$ cat src/rtl/e1pkg.sv
// e1pkg: shared E1 line-code symbol tags and pulse polarity constants
package e1pkg;
  typedef enum logic [1:0] {
    ZERO = 2'b00,
    ONE  = 2'b01,
    BSUB = 2'b10,
    VSUB = 2'b11
  } sym_t;
  localparam logic POS = 1'b1;
  localparam logic NEG = 1'b0;
endpackage

$ cat src/rtl/hdb3cnt.sv
// hdb3cnt: saturating, synchronously clearable event counter
module hdb3cnt #(
  parameter int W = 16
) (
  input  logic         clk,
  input  logic         rst,
  input  logic         i_clr,
  input  logic         i_inc,
  output logic [W-1:0] o_cnt
);
  logic [W-1:0] r_cnt;
  assign o_cnt = r_cnt;
  // clear wins over increment; hold at all-ones once saturated
  always_ff @(posedge clk)
    if (rst || i_clr) r_cnt <= '0;
    else if (i_inc && !(&r_cnt)) r_cnt <= r_cnt + 1'b1;
endmodule

$ cat src/rtl/hdb3enc.sv
// hdb3enc: NRZ to dual-rail HDB3 line encoder; HDB3_AIS_EN adds the AIS all-ones override
module hdb3enc
  import e1pkg::*;
#(
  parameter int CNTW = 16
) (
  input  logic            clk2,
  input  logic            rst,
  input  logic            serin,
  input  logic            aisins,
  input  logic            clrcnt,
  output logic            txpos,
  output logic            txneg,
  output logic [CNTW-1:0] vcnt
);
  sym_t r_s [4];
  logic r_lastpol, r_par;
  sym_t w_in, w_n0, w_n3;
  logic w_pulse, w_isv, w_pol, w_fire, w_par_n;
`ifdef HDB3_AIS_EN
  assign w_in = (serin || aisins) ? ONE : ZERO;
`else
  logic w_ais_unused;
  assign w_ais_unused = aisins;
  assign w_in = serin ? ONE : ZERO;
`endif
  // output polarity of the departing symbol, and the substitution decision taken with parity that already counts it
  always_comb begin
    w_pulse = r_s[3] != ZERO;
    w_isv   = r_s[3] == VSUB;
    w_pol   = w_isv ? r_lastpol : ~r_lastpol;
    w_par_n = w_isv ? 1'b0 : (w_pulse ? ~r_par : r_par);
    w_fire  = w_in == ZERO && r_s[0] == ZERO && r_s[1] == ZERO && r_s[2] == ZERO;
    w_n0    = w_fire ? VSUB : w_in;
    w_n3    = (w_fire && !w_par_n) ? BSUB : r_s[2];
  end
  // symbol shift, registered dual-rail output and running polarity/parity
  always_ff @(posedge clk2)
    if (rst) begin
      r_s       <= '{default: ZERO};
      txpos     <= 1'b0;
      txneg     <= 1'b0;
      r_lastpol <= NEG;
      r_par     <= 1'b0;
    end else begin
      r_s       <= '{w_n0, r_s[0], r_s[1], w_n3};
      txpos     <= w_pulse && w_pol == POS;
      txneg     <= w_pulse && w_pol == NEG;
      r_lastpol <= w_pulse ? w_pol : r_lastpol;
      r_par     <= w_par_n;
    end
  hdb3cnt #(.W(CNTW)) u_cnt (
    .clk  (clk2),
    .rst  (rst),
    .i_clr(clrcnt),
    .i_inc(w_isv),
    .o_cnt(vcnt)
  );
endmodule

$ cat config.mk
export PLATFORM = sky130hd
export DESIGN_NAME = hdb3enc
export DESIGN_NICKNAME = d
export VERILOG_FILES = /design/src/rtl/e1pkg.sv /design/src/rtl/hdb3cnt.sv /design/src/rtl/hdb3enc.sv
export SDC_FILE = /design/constraint.sdc
export NUM_CORES = 1
export LEC_CHECK = 0
export ABC_CLOCK_PERIOD_IN_PS = 2900
export CAP_MARGIN = 15
export CORE_MARGIN = 5
export CORE_UTILIZATION = 40
export DETAILED_ROUTE_END_ITERATION = 6
export GPL_TIMING_DRIVEN = 0
export PLACE_DENSITY = 0.65
export SETUP_SLACK_MARGIN = 0.02
export SYNTH_ARGS = -nofsm -noshare
export SYNTH_HDL_FRONTEND = slang
export SYNTH_SLANG_ARGS = --single-unit
$ cat constraint.sdc
create_clock -name clk2 -period 2.9 [get_ports clk2]
set_input_delay 0.29 -clock clk2 [delete_from_list [all_inputs] [get_ports clk2]]
set_output_delay 0.29 -clock clk2 [all_outputs]
set_load 0.02 [all_outputs]
Word-level counts from Yosys, hierarchy flattened
Cells that the tools add are included.
{"block": "totals", "register_bits": 28, "in_bits": 5, "output_inout_bits": 18, "word_cells": 38}
{"block": "op_classes", "n_addsub": 1, "n_eq_ne": 1, "n_mux": 6, "n_bitwise": 3, "n_reduce_logical": 17}
{"op": "16-bit by 1-bit adder with 16-bit output, second input constant", "n": 1}
{"op": "16-bit AND reduction", "n": 1}
{"op": "2-bit logical NOT", "n": 4}
{"op": "1-bit logical AND", "n": 7}
{"op": "1-bit two-way mux", "n": 4}
{"op": "2-bit two-way mux", "n": 2}
{"op": "1-bit NOT", "n": 3}
{"op": "2-bit == test, second input constant", "n": 1}
{"op": "1-bit logical NOT", "n": 2}
{"op": "2-bit nonzero test", "n": 1}
{"op": "2-bit OR reduction", "n": 1}
{"op": "1-bit logical OR", "n": 1}

Longest topological paths before layout
{"block": "logic_depth", "ltp_word": 7, "mapped_depth": 5, "ltp_nobuf": 5}

Cells and area by module
A second synthesis with hierarchy kept.
{"block": "hier_totals", "hier_cells": 135, "area_unflattened_um2": 1227.4}
{"module": "hdb3cnt", "n_inst": 1, "cells_per_inst": 92, "area_per_inst_um2": 814.5, "seq_area_each_um2": 320.3}
{"module": "hdb3enc", "n_inst": 1, "cells_per_inst": 43, "area_per_inst_um2": 412.9, "seq_area_each_um2": 240.2}

Worst setup path before layout
No wires, ideal clock.
{"block": "synth_timing", "path_type": "flip-flop to flip-flop", "from": "register u_cnt.r_cnt[5] (netlist: u_cnt.o_cnt[5])", "to": "register u_cnt.r_cnt[11] (netlist: u_cnt.o_cnt[11])", "setup_time_ns": 0.070, "arrival_time_ns": 1.698, "required_time_ns": 2.830, "slack_ns": 1.132, "stages_incl_launch_ff": 5, "path_buffers": 0, "period_less_slack_ns": 1.768, "path_cell_list": "dfxtp_1 nand4_2 or3_1 or4_1 a21oi_1"}
{"block": "synth_via", "elab_chain_cells": 3, "word_cells_on_any_way": 4, "cone_classes": "1 x add/sub; 3 x reduce/logical"}
{"element": "start: declaration", "line_no": "hdb3cnt.sv:11", "source": "logic [W-1:0] r_cnt;"}
{"element": "start signal: assignment", "line_no": "hdb3cnt.sv:16", "source": "else if (i_inc && !(&r_cnt)) r_cnt <= r_cnt + 1'b1;"}
{"element": "parallel branches: the longest is 3 deep, another holds 16-bit by 1-bit adder with 16-bit output"}
Parallel ways; which one is timed is not known.
A chain may end at the register's enable or synchronous reset.

Worst setup path in the final report
{"block": "layout_timing", "from": "register u_cnt.r_cnt[0] (netlist: u_cnt.o_cnt[0])", "to": "register u_cnt.r_cnt[0] (netlist: u_cnt.o_cnt[0])"}
Same word-level chain as after synthesis.

==> flow_metrics.env <==
export IMPL_status="completed"
export IMPL_drtIter0Drc=107
export IMPL_p_per_area_mw_per_mm2=454
export IMPL_grt_pass1_wl_um=4780
export IMPL_clock_path_buffers=2
export IMPL_hold_violations=0
export IMPL_hold_path_class="reg2reg"
export IMPL_end_kind="flop"
export IMPL_worstHoldPathCells=1
export IMPL_syn_nets=139
export IMPL_tightest_slew_ps=787
export IMPL_wirelength_um=2820
export IMPL_path_max_fanout=7
export IMPL_p_leak_nw=0.496
export IMPL_clkTransAtPathRegs_ps=150
export IMPL_min_delay_worst_endpoint="r_s[3]$_SDFF_PP0_"
export IMPL_syn_area_per_cell_um2=9.10
export IMPL_setup_viol=0
export IMPL_start_util_pct=40.6
export IMPL_chipWidth_um=65.0
export IMPL_cts_sinks=28
export IMPL_antenna_found_initial=0
export IMPL_holdBufCountCts=0
export IMPL_numCtsBuffers=3
export IMPL_r2r_start="u_cnt.o_cnt[0]$_SDFFE_PP0P_"
export IMPL_insertion_delay_ps=330
export IMPL_die_height_um=65.0
export IMPL_gp_congestion=0.807
export IMPL_finalCritPeriodShare_pct=69.4
export IMPL_design_die_area_mm2=0.00422
export IMPL_critPathMaxStageDelay_ps=720
export IMPL_cp_slowest_cell="nor4_1"
export IMPL_overflow=0
export IMPL_route_detailed_wl_per_inst_um=14.8
export IMPL_ios=23
export IMPL_row_count=20
export IMPL_seq_area_um2=561
export IMPL_maxSlewViolCount=0
export IMPL_postCtsSetupBuffers=0
export IMPL_fin_tns_setup_ps=0
export IMPL_r2r_slack_ps=890
export IMPL_ctsResizeCount=0
export IMPL_drive_gt1_share_pct=5.70
export IMPL_grt_max_degree=17
export IMPL_post_route_min_period_ps=2010
export IMPL_final_cell_mix="dfxtp_1, clkdlybuf4s50_1, a21oi_1, nor2_1"
export IMPL_multi_input_area_um2=638
export IMPL_clock_fmax_mhz=497
export IMPL_crit_buf_inv=0
export IMPL_worstSetupPathType="reg2reg"
export IMPL_ant_nets=0
export IMPL_synth_cell_area_mm2=0.00121
export IMPL_cts_tree="built"
export IMPL_required_ps=3170
export IMPL_core_area_mm2=0.00298
export IMPL_slew_headroom_pct=47.0
export IMPL_finalClockSkew_ps=5.84
export IMPL_yosysSeqAreaShare_pct=46.3
export IMPL_grt_pass1_vias=1039
export IMPL_holdCritStartpoint="r_s[5]$_SDFF_PP0_"
export IMPL_yosysWarnings=0
export IMPL_rsz0062_at_grt="false"
export IMPL_worstPathCellList="ha_1, nand3_1, nor4_1, o21ai_0, a21oi_1"
export IMPL_ys_ff_latch=28
export IMPL_async_reset_ff_share_pct=0
export IMPL_critPathTopFamily="simple AND/OR/NAND/NOR gates"
export IMPL_critPathArrivalTime_ps=2280
export IMPL_drc=0
export IMPL_numPortBuffers=21
export IMPL_ir_worst_vdd_uv=283
export IMPL_htreeDepth=1
export IMPL_start_kind="flop"
export IMPL_synth_flop_cell="dfxtp_1"
export IMPL_dp_hpwl_um=2030
export IMPL_fill_cells=307
export IMPL_synth_edf_count=0
export IMPL_drt_pass1_iterations=4
export IMPL_final_common_cell="dfxtp_1"
export IMPL_fin_nets=165
export IMPL_track_usage_pct=14.0
export IMPL_r2r_end="u_cnt.o_cnt[0]$_SDFFE_PP0P_"
export IMPL_finalPower_w=0.000687
export IMPL_routed_via_density=6.00
export IMPL_reg2regPathDepth=5
export IMPL_cap_viol_max_count=0
export IMPL_antenna_diode_count=0
export IMPL_root_buffer="clkbuf_4"
export IMPL_area_growth_pct=25.1
export IMPL_vias=1146
export IMPL_synthCells=133
export IMPL_synthDistinctLibCells=36
export IMPL_final_core_util_pct=50.8
## cells by family (layout without fill, tap and decap cells)
| kind of cell | after synthesis | after routing | share of synthesized area (%) |
|---|---|---|---|
| AND/OR/NAND/NOR | 65 | 65 | 31.5 |
| XOR/XNOR | 1 | 1 | 0.724 |
| flip-flops | 28 | 28 | 46.3 |
| AO/OA/AOI/OAI | 35 | 35 | 19.4 |
| adder cells (fa/ha/maj) | 1 | 1 | 1.03 |
| buffers and inverters | 3 | 28 | 0.931 |
## Yosys cell counts, types with 3 or more instances
| cell type | n | area share, % |
|---|---|---|
| nand2_1 | 8 | 2.5 |
| or3_1 | 5 | 2.6 |
| nand4_1 | 4 | 2.1 |
| nand3_1 | 8 | 3.3 |
| nor3_1 | 5 | 2.1 |
| or4_1 | 5 | 3.1 |
| o21ai_0 | 6 | 2.5 |
| nor2_1 | 9 | 2.8 |
| a21oi_1 | 10 | 4.1 |
| nor2b_1 | 6 | 3.1 |
| dfxtp_1 | 28 | 46 |
| o31ai_1 | 3 | 1.9 |
| o41ai_1 | 3 | 2.2 |
## per-stage QoR
stage	area (µm²)	hold WS, ps	cells	setup slack (ps)
floorplan	1210	362	133	1130
CTS	1510	473	191	881
global route	1510	492	191	640
detailed placement	1460	457	187	922
global placement	1460	446	187	987
finish	1510	469	191	888
## where the power goes
part	internal [W]	switching (W)
Clock	0.000140	0.000113
Combinational	0.0000158	0.0000189
Sequential	0.000394	0.00000558
Total	0.000550	0.000137
## registers in the layout (all words and copies together) (netlist names)
| register | count |
|---|---|
| u_cnt.o_cnt | 16 |
| r_s | 8 |
| r_lastpol | 1 |
| r_par | 1 |
| txneg | 1 |
| txpos | 1 |
## area by class of cell
class / count / area share [%]
plain buffers: 2 / 0.496
clock buffers: 3 / 1.49
clock inverters: 1 / 1.98
inverters: 1 / 0.248
multi-input cells: 102 / 42.1
flip-flops and latches: 28 / 37.0
well taps: 33 / 2.73
repair buffers: 21 / 13.9
## metal layers
metal	vias to the layer above	global-route usage (%)	share of wire [%]
met5	-	0	0
met4	0	3.96	0.92
met3	4	2.60	6.0
met2	35	22.3	45
met1	536	19.3	48
li1	571	-	-
## worst register-to-register path, cell delays in order, from the launching register on
cell	delay [ps]
dfxtp_1	470
ha_1	210
nand3_1	210
nor4_1	720
o21ai_0	190
a21oi_1	160
## worst max-delay path by stage
stage,start,to,slack [ps],cells past startpoint
after floorplan,u_cnt.o_cnt[5]$_SDFFE_PP0P_,u_cnt.o_cnt[11]$_SDFFE_PP0P_,1130,4
after global placement,u_cnt.o_cnt[0]$_SDFFE_PP0P_,u_cnt.o_cnt[3]$_SDFFE_PP0P_,990,5
after detailed placement,u_cnt.o_cnt[0]$_SDFFE_PP0P_,u_cnt.o_cnt[0]$_SDFFE_PP0P_,920,5
after CTS,u_cnt.o_cnt[0]$_SDFFE_PP0P_,u_cnt.o_cnt[0]$_SDFFE_PP0P_,880,5
after global routing,u_cnt.o_cnt[0]$_SDFFE_PP0P_,u_cnt.o_cnt[0]$_SDFFE_PP0P_,640,5
final,u_cnt.o_cnt[0]$_SDFFE_PP0P_,u_cnt.o_cnt[0]$_SDFFE_PP0P_,890,5
No activity file was read; power rests on OpenSTA's default activity.
